File: config.mk
export PLATFORM = sky130hd
export DESIGN_NAME = uart_tx_fifo
export DESIGN_NICKNAME = d
export VERILOG_FILES = /design/src/rtl/uart_tx_fifo.sv
export SDC_FILE = /design/constraint.sdc
export NUM_CORES = 1
export LEC_CHECK = 0
export ABC_AREA = 1
export CORE_MARGIN = 2
export CORE_UTILIZATION = 54
export DETAILED_ROUTE_END_ITERATION = 8
export GPL_TIMING_DRIVEN = 1
export PLACE_DENSITY = 0.86
export SLEW_MARGIN = 15
export SYNTH_ARGS = -nofsm -noshare
export SYNTH_HDL_FRONTEND = slang
export SYNTH_SLANG_ARGS = --single-unit
File: constraint.sdc
create_clock -name I_clk -period 2.4 [get_ports I_clk]
set_input_delay 0.24 -clock I_clk [delete_from_list [all_inputs] [get_ports I_clk]]
set_output_delay 0.24 -clock I_clk [all_outputs]
set_load 0.01 [all_outputs]
File: src/rtl/uart_tx_fifo.sv
// uart_tx_fifo: circular-buffer FIFO that feeds a UART serializer one word at a time.
// A word is popped only when the serializer is idle. It is presented on O_tx_data
// with a single-cycle O_txen launch pulse. The FSM then waits for the serializer's
// busy flag to rise and then fall. If busy never rises within BUSY_TIMEOUT cycles,
// the word is treated as sent.
// Ports:
//   I_clk, I_rst             clock, asynchronous active-high reset
//   I_data, I_wren           write port (one entry per cycle with I_wren high)
//   O_full, O_empty, O_count occupancy status
//   O_overflow               one-cycle pulse when a write is dropped on full
//   O_tx_data, O_txen        word and launch pulse to the serializer
//   I_tx_busy                serializer busy flag
module uart_tx_fifo #(
  parameter int unsigned DATABITS     = 8,
  parameter int unsigned DEPTH        = 16,
  parameter int unsigned BUSY_TIMEOUT = 4
) (
  input  logic                      I_clk,
  input  logic                      I_rst,
  input  logic [DATABITS-1:0]       I_data,
  input  logic                      I_wren,
  output logic                      O_full,
  output logic                      O_empty,
  output logic [$clog2(DEPTH):0]    O_count,
  output logic                      O_overflow,
  output logic [DATABITS-1:0]       O_tx_data,
  output logic                      O_txen,
  input  logic                      I_tx_busy
);

  localparam int unsigned ADDR_W = $clog2(DEPTH);
  localparam int unsigned PTR_W  = ADDR_W + 1;
  localparam int unsigned TMO_W  = (BUSY_TIMEOUT > 1) ? $clog2(BUSY_TIMEOUT) : 1;
  localparam logic [TMO_W-1:0] TMO_LAST = TMO_W'(BUSY_TIMEOUT - 1);

  typedef enum logic [1:0] {
    IDLE      = 2'd0,
    LAUNCH    = 2'd1,
    WAIT_BUSY = 2'd2,
    WAIT_DONE = 2'd3
  } state_e;

  state_e               state_q, state_d;
  logic [PTR_W-1:0]     wr_ptr_q, wr_ptr_d;
  logic [PTR_W-1:0]     rd_ptr_q, rd_ptr_d;
  logic [PTR_W-1:0]     count_q, count_d;
  logic                 empty_q, empty_d;
  logic                 full_q, full_d;
  logic [TMO_W-1:0]     tmo_q, tmo_d;
  logic [DATABITS-1:0]  tx_data_q, tx_data_d;
  logic                 txen_q;
  logic                 ovf_q;
  logic                 pop_c;
  logic                 wr_en_c;
  logic [DATABITS-1:0]  mem_q [DEPTH];

  // Write is accepted only when not full; a pop in the same cycle does not rescue it.
  assign wr_en_c = I_wren & ~full_q;

  // Pointer update and occupancy flags for the state after this edge.
  always_comb begin
    wr_ptr_d = wr_ptr_q + PTR_W'(wr_en_c);
    rd_ptr_d = rd_ptr_q + PTR_W'(pop_c);
    count_d  = wr_ptr_d - rd_ptr_d;
    empty_d  = (wr_ptr_d == rd_ptr_d);
    full_d   = (wr_ptr_d[ADDR_W-1:0] == rd_ptr_d[ADDR_W-1:0]) &&
               (wr_ptr_d[ADDR_W] != rd_ptr_d[ADDR_W]);
  end

  // Launch FSM: next state, pop decision, timeout counter and launch data.
  always_comb begin
    state_d   = state_q;
    tmo_d     = tmo_q;
    tx_data_d = tx_data_q;
    pop_c     = 1'b0;
    case (state_q)
      IDLE: begin
        if (!empty_q && !I_tx_busy) begin
          pop_c     = 1'b1;
          tx_data_d = mem_q[rd_ptr_q[ADDR_W-1:0]];
          state_d   = LAUNCH;
        end
      end
      LAUNCH: begin
        tmo_d   = '0;
        state_d = WAIT_BUSY;
      end
      WAIT_BUSY: begin
        if (I_tx_busy) begin
          tmo_d   = '0;
          state_d = WAIT_DONE;
        end else if (tmo_q == TMO_LAST) begin
          // Serializer never acknowledged; give up and treat the word as sent.
          tmo_d   = '0;
          state_d = IDLE;
        end else begin
          tmo_d = tmo_q + TMO_W'(1);
        end
      end
      WAIT_DONE: begin
        if (!I_tx_busy) state_d = IDLE;
      end
      default: state_d = IDLE;
    endcase
  end

  // Control and status registers.
  always_ff @(posedge I_clk or posedge I_rst) begin
    if (I_rst) begin
      state_q   <= IDLE;
      wr_ptr_q  <= '0;
      rd_ptr_q  <= '0;
      count_q   <= '0;
      empty_q   <= 1'b1;
      full_q    <= 1'b0;
      tmo_q     <= '0;
      tx_data_q <= '0;
      txen_q    <= 1'b0;
      ovf_q     <= 1'b0;
    end else begin
      state_q   <= state_d;
      wr_ptr_q  <= wr_ptr_d;
      rd_ptr_q  <= rd_ptr_d;
      count_q   <= count_d;
      empty_q   <= empty_d;
      full_q    <= full_d;
      tmo_q     <= tmo_d;
      tx_data_q <= tx_data_d;
      txen_q    <= pop_c;
      ovf_q     <= I_wren & full_q;
    end
  end

  // Storage array; contents are meaningless outside the pointer window, so no reset.
  always_ff @(posedge I_clk) begin
    if (wr_en_c) mem_q[wr_ptr_q[ADDR_W-1:0]] <= I_data;
  end

  assign O_full     = full_q;
  assign O_empty    = empty_q;
  assign O_count    = count_q;
  assign O_overflow = ovf_q;
  assign O_tx_data  = tx_data_q;
  assign O_txen     = txen_q;

endmodule

==> results.py, run 1 <==
metrics = {
    "drt": {
        "post_drt_wl_per_cell_um": 17.6,
        "drt_first_pass_iters": 5,
        "dr.first_iter.drc_count": 490,
        "vias": 4729,
        "wl_mm": 14.8,
        "antenna_left": 0,
        "vias_per_cell": 5.63,
        "drc": 0,
    },
    "floorplanning": {
        "fp.dieArea_mm2": 0.0133,
        "ios": 29,
        "fp.dieW_um": 115,
        "die_h_um": 115,
        "fp-row-count": 40,
        "start_util_pct": 55.4,
        "core_mm2": 0.0121,
    },
    "grt": {
        "grt_pass1_wl_mm": 23.1,
        "grt_util_all_layers_pct": 23.1,
        "grt_antenna_before_repair": 0,
        "grt_pass1_vias": 4658,
        "grt_max_degree": 52,
        "grt.overflow.total": 0,
    },
    "power": {
        "ir_drop_v": 0.000720,
        "p_total_mw": 10.5,
        "power.leakage_nw": 3.19,
        "powerDensity_mw_per_mm2": 1330,
    },
    "synthesis": {
        "syn_inst": 603,
        "synth_edf_count": 128,
        "synth_area_leader_cell": "edfxtp_1",
        "synth_flop_cell": "edfxtp_1",
        "synth_top_cell_area_share_pct": 57.5,
        "synthDistinctLibCells": 26,
        "syn-cell-area_mm2": 0.00668,
        "synth-seq-cells": 159,
        "seq_area_frac_synth_pct": 69.1,
        "synth_common_cells": "224 x nand2_1, 128 x edfxtp_1, 104 x nand3_1",
        "avgSynthCellArea_um2": 11.1,
        "async_reset_ff_share_pct": 19.5,
        "synth_nets": 626,
        "ys_warn_count": 0,
        "yosysMostFrequentCell": "nand2_1",
        "synth.area.top_cells": "edfxtp_1 58%, nand2_1 13%, dfrtp_1 11%",
    },
    "sta": {
        "setup_slack_ns": 0.0744,
        "slew_viol_final": 0,
        "setup_viol_count_final": 0,
        "max_slew_margin_pct": 51.5,
        "fin_crit_ns": 2.33,
        "hold_violations": 0,
        "fmax_mhz": 430,
        "fin_skew_ns": 0.00688,
        "period_share_pct": 96.9,
        "finalSetupTns_ns": 0,
        "worstMarginPinSlew_ns": 0.726,
    },
    "finish": {
        "final_core_util_pct": 65.7,
        "antenna_cells": 0,
        "design_area_mm2": 0.00792,
        "syn2layout_area_growth_pct": 18.5,
        "nets": 682,
        "drive_above_1_share_pct": 12.6,
    },
    "critical_path": {
        "rrSetupSlack_ns": 0.07,
        "critical-path-max-stage-delay_ns": 0.36,
        "critical_path.top_delay_family": "adder cells",
        "critPathBufInv": 4,
        "crit_chain": "inv_1 -> ha_2 -> nand2_2 -> clkinv_2 -> ha_4 -> ha_4 -> inv_2 -> nand2_1 -> inv_2 -> nor2_2 -> ha_1 -> nor2_2 -> o21ai_0 -> nand2_1 -> nand2_1 -> nand2_1 -> nand2_1",
        "setup.worst_path.start": "state_q[0]",
        "required_ns": 2.69,
        "worstRegToRegCells": 17,
        "crit_slowest_cell": "dfrtp_1",
        "crit_arrival_ns": 2.62,
        "critPathMostFrequentCell": "nand2_1",
        "worstSetupStartpointType": "flop",
        "critPathMaxFanout": 2,
        "timing.rr.start": "state_q[0]",
        "crit_cells": 17,
        "end_kind": "flop",
        "crit_type": "flop to flop",
        "r2r_end": "O_count[4]",
        "cp-endpoint": "O_count[4]",
    },
    "placement": {
        "place_ws_ns": -0.141,
        "place.gp.congestion": 0.878,
        "port_buffers": 28,
        "dpl_cell_area_mm2": 0.00724,
        "dp_hpwl_mm": 8.74,
    },
    "clock_tree": {
        "cts.clk_slew.worst_paths_ns": 0.06,
        "cts_max_path_buffers": 2,
        "cts_tree": "done",
        "numCtsBuffers": 17,
        "ctsRootBufferMaster": "clkbuf_16",
        "clock_latency_ns": 0.42,
        "clkSinkCount": 159,
        "htree_num_levels": 4,
    },
    "status": {
        "outcome": "complete, no violations",
    },
    "run": {
        "maxCapViolations": 0,
    },
    "hold_path": {
        "min_path_type": "input port to asynchronous set/reset pin",
    },
}
## per-layer routing
layer | vias to the layer above | part of all wire [%] | track usage, %
met4 | 0 | 3.3 | 11.3
li1 | 2159 | - | -
met3 | 50 | 6.6 | 3.95
met1 | 2289 | 39 | 29.0
met5 | - | 0 | 0
met2 | 231 | 51 | 39.0
## through the flow
stage | cells | hold slack, ns
global placement | 806 | 0.471
detailed placement | 806 | 0.474
CTS | 840 | 0.264
floorplan | 603 | 0.339
finish | 840 | 0.267
global route | 840 | 0.321
## layout by cell type (no fill, tap or decap)
| cell type | n |
|---|---|
| a21oi_1 | 3 |
| buf_4 | 33 |
| bufinv_16 | 4 |
| clkbuf_1 | 1 |
| clkbuf_16 | 17 |
| clkdlybuf4s50_1 | 28 |
| clkinv_1 | 3 |
| clkinv_2 | 2 |
| clkinv_4 | 2 |
| clkinvlp_4 | 3 |
| dfrtp_1 | 29 |
| dfrtp_2 | 1 |
| dfstp_2 | 1 |
| edfxtp_1 | 128 |
| ha_1 | 8 |
| ha_2 | 1 |
| ha_4 | 2 |
| inv_1 | 23 |
| inv_2 | 6 |
| inv_6 | 2 |
| nand2_1 | 223 |
| nand2_2 | 2 |
| nand3_1 | 104 |
| nand3_2 | 3 |
| nand4_1 | 2 |
| nor2_1 | 22 |
| nor2_2 | 3 |
| nor2_4 | 1 |
| nor3_1 | 1 |
| o21ai_0 | 4 |
| o31ai_1 | 1 |
| or2_2 | 1 |
| xnor2_1 | 1 |
| xnor2_2 | 1 |
| xor2_1 | 6 |
## flip-flops by register name (all words and copies together), names as in the netlist
| name | cells |
|---|---|
| O_count | 5 |
| O_empty | 1 |
| O_full | 1 |
| O_overflow | 1 |
| O_tx_data | 8 |
| O_txen | 1 |
| mem_q | 128 |
| rd_ptr_q | 5 |
| state_q | 2 |
| tmo_q | 2 |
| wr_ptr_q | 5 |
## final cells by class
| class | count | area [um2] |
|---|---|---|
| Clock buffer | 18 | 429 |
| Clock inverter | 14 | 190 |
| Fill cell | 795 | 4140 |
| Inverter | 31 | 118 |
| Multi-Input combinational cell | 389 | 1820 |
| Sequential cell | 159 | 4620 |
| Tap cell | 168 | 210 |
| Timing Repair Buffer | 61 | 528 |
## what timing repair did
action	4_1_cts	5_1_grt
resized for setup	4	6
endpoints found under the hold margin	0	0
hold buffers	0	0
endpoints found under the setup margin	1	1
setup buffers	2	0
## power by group
| group | switching (mW) | total, mW | leakage (nW) | internal [mW] |
|---|---|---|---|---|
| sequential | 0.240 | 3.73 | 1.53 | 3.49 |
| combinational | 2.60 | 4.01 | 1.36 | 1.41 |
| clock | 1.05 | 2.79 | 0.292 | 1.74 |
| total | 3.90 | 10.5 | 3.19 | 6.63 |
## worst min path at each step
stage	to	slack, ns	depth (start not counted)	startpoint
after detailed placement	O_tx_data[6]	0.47	2	O_tx_data[6]
after floorplan	O_count[0]	0.34	1	I_rst
final	O_count[1]	0.27	2	I_rst
after CTS	O_count[2]	0.26	2	I_rst
after global placement	O_overflow	0.47	2	O_full
after global routing	O_count[2]	0.32	2	I_rst
## cells by family after synthesis
group           share of synthesized area (%)
flops                                    69.1
buf+inv                                  4.25
compound gates                          0.636
xor+xnor                                 1.16
simple gates                             22.8
fa+ha+maj                                2.06
## worst register-to-register path: stages (launching register included)
cell and delay [ns]:
dfrtp_1 0.36, inv_1 0.07, ha_2 0.19, nand2_2 0.08
clkinv_2 0.09, ha_4 0.18, ha_4 0.21, inv_2 0.08
nand2_1 0.08, inv_2 0.09, nor2_2 0.05, ha_1 0.20
nor2_2 0.14, o21ai_0 0.11, nand2_1 0.08, nand2_1 0.05
nand2_1 0.05, nand2_1 0.07
(Power assumes the default switching activity.)
==> run 2: changes to the inputs <==
Settings changed: ABC_AREA 1 to unset, SKIP_LAST_GASP set to 1.
==> results.py, run 2 <==
metrics = {
    "power": {
        "ir_drop_v": 0.00133,
        "power.leakage_nw": 2.80,
        "powerDensity_mw_per_mm2": 1300,
        "p_total_mw": 10.0,
    },
    "drt": {
        "drt_first_pass_iters": 5,
        "wl_mm": 12.8,
        "post_drt_wl_per_cell_um": 22.6,
        "dr.first_iter.drc_count": 287,
        "vias_per_cell": 5.98,
        "drc": 0,
        "vias": 3378,
        "antenna_left": 0,
    },
    "sta": {
        "fin_crit_ns": 2.39,
        "slew_viol_final": 0,
        "rsz0062_at_grt": "yes",
        "worstMarginPinSlew_ns": 0.625,
        "period_share_pct": 99.6,
        "setup_viol_count_final": 0,
        "hold_violations": 0,
        "fin_skew_ns": 0.00611,
        "setup_slack_ns": 0.0104,
        "fmax_mhz": 418,
        "max_slew_margin_pct": 58.3,
    },
    "critical_path": {
        "rrSetupSlack_ns": 0.01,
        "worstSetupStartpointType": "flop",
        "crit_arrival_ns": 2.69,
        "required_ns": 2.70,
        "critPathMaxFanout": 3,
        "crit_type": "flop to flop",
        "end_kind": "flop",
    },
    "clock_tree": {
        "numCtsBuffers": 17,
        "clkSinkCount": 159,
        "cts_tree": "done",
        "ctsRootBufferMaster": "clkbuf_16",
        "htree_num_levels": 4,
        "cts_max_path_buffers": 2,
        "holdBufCountCts": 0,
        "cts.clk_slew.worst_paths_ns": 0.07,
        "clock_latency_ns": 0.42,
    },
    "floorplanning": {
        "fp.dieArea_mm2": 0.0126,
        "core_mm2": 0.0115,
        "fp.dieW_um": 112,
        "ios": 29,
        "die_h_um": 112,
        "fp-row-count": 39,
        "start_util_pct": 55.4,
    },
    "finish": {
        "nets": 432,
        "final_cell_mix": "128 x edfxtp_1, 36 x buf_4, 29 x dfrtp_1",
        "final_cells": 565,
        "antenna_cells": 0,
        "layout_commonest_cell": "edfxtp_1",
        "largest_reg_flops": 128,
        "syn2layout_area_growth_pct": 21.8,
        "drive_above_1_share_pct": 28.2,
    },
    "synthesis": {
        "seq_area_frac_synth_pct": 72.7,
        "syn_inst": 339,
        "synth.area.top_cells": "edfxtp_1 61%, dfrtp_1 12%, mux4_2 8.5%",
        "async_reset_ff_share_pct": 19.5,
        "synth_area_leader_cell": "edfxtp_1",
        "synth_common_cells": "128 x edfxtp_1, 30 x dfrtp_1, 24 x mux4_2",
        "yosysMostFrequentCell": "edfxtp_1",
        "synth_edf_count": 128,
        "ys_warn_count": 0,
        "syn-cell-area_mm2": 0.00635,
        "synth_flop_cell": "edfxtp_1",
        "synth-seq-cells": 159,
        "avgSynthCellArea_um2": 18.7,
        "synthDistinctLibCells": 36,
        "synth_top_cell_area_share_pct": 60.5,
        "synth_nets": 362,
    },
    "placement": {
        "place.gp.congestion": 0.817,
        "dp_hpwl_mm": 7.69,
        "dp.cells": 525,
        "port_buffers": 28,
        "place_ws_ns": -0.278,
    },
    "hold_path": {
        "min_path_type": "input port to asynchronous set/reset pin",
    },
    "grt": {
        "grt_max_degree": 35,
        "grt_pass1_vias": 3584,
        "grt_pass1_wl_mm": 19.9,
        "grt_util_all_layers_pct": 21.8,
        "grt.overflow.total": 0,
        "grt_antenna_before_repair": 0,
    },
    "run": {
        "maxCapViolations": 0,
    },
    "status": {
        "outcome": "complete, no violations",
    },
}
==> run 2: what timing repair did <==
item,CTS,global route
gates cloned,0,0
setup endpoints to repair,1,1
resized for setup,1,2
setup buffers,6,2
pin swaps,5,2
==> run 2: report_power, final <==
part	total, mW	internal (mW)	switching (mW)
Sequential	3.76	3.47	0.295
Clock	2.73	1.57	1.16
Combinational	3.53	1.83	1.70
Total	10.0	6.87	3.16
==> run 2: kinds of logic after synthesis <==
logic type | synth area share, %
flops | 72.7
fa+ha+maj | 2.64
compound gates | 2.50
buf+inv | 2.25
simple gates | 3.84
mux | 14.2
xor+xnor | 1.79
==> run 2: critical path, cell delays in order, from the launching register on <==
cell     delay (ns)
dfrtp_1        0.38
inv_2          0.07
ha_4           0.18
nand2_4        0.08
inv_4          0.04
ha_4           0.15
ha_4           0.28
xnor2_2        0.12
ha_2           0.21
a21oi_2        0.05
maj3_2         0.30
maj3_2         0.30
xnor2_1        0.12
==> run 2: per-layer routing <==
layer,vias to the layer above,wire [um],track usage [%]
li1,1466,-,-
met1,1709,4870,27.0
met2,172,6680,36.0
met3,31,873,6.16
met4,0,357,10.0
met5,-,0,0
==> run 2: cell type report <==
| type | count | area (um2) |
|---|---|---|
| fillers | 679 | 3730 |
| flip-flops and latches | 159 | 4620 |
| clock buffers | 17 | 425 |
| repair buffers | 66 | 591 |
| clock inverters | 15 | 179 |
| well taps | 143 | 179 |
| inverters | 15 | 58.8 |
| multi-input cells | 150 | 1680 |
==> run 2: worst paths after layout <==
kind                              from            to  cells past startpoint
max reg2reg                 state_q[0]    O_count[4]                     12
min in group I_clk              I_wren    O_overflow                      2
max                         state_q[0]    O_count[4]                     12
min                              I_rst  O_tx_data[4]                      3
max in group asynchronous        I_rst       O_empty                      3
min reg2reg                rd_ptr_q[4]   rd_ptr_q[4]                      2
==> run 2: per-stage QoR <==
stage               utilization [%]  TNS (ns)  hold WS [ns]  instance area [um2]
floorplan                         -   -0.0965         0.339                 6430
global placement               61.5    -0.200         0.485                 7050
detailed placement             61.5    -0.278         0.496                 7050
CTS                            67.2         0         0.143                 7710
global route                   67.5   -0.0748         0.173                 7740
finish                         67.5         0         0.148                 7740
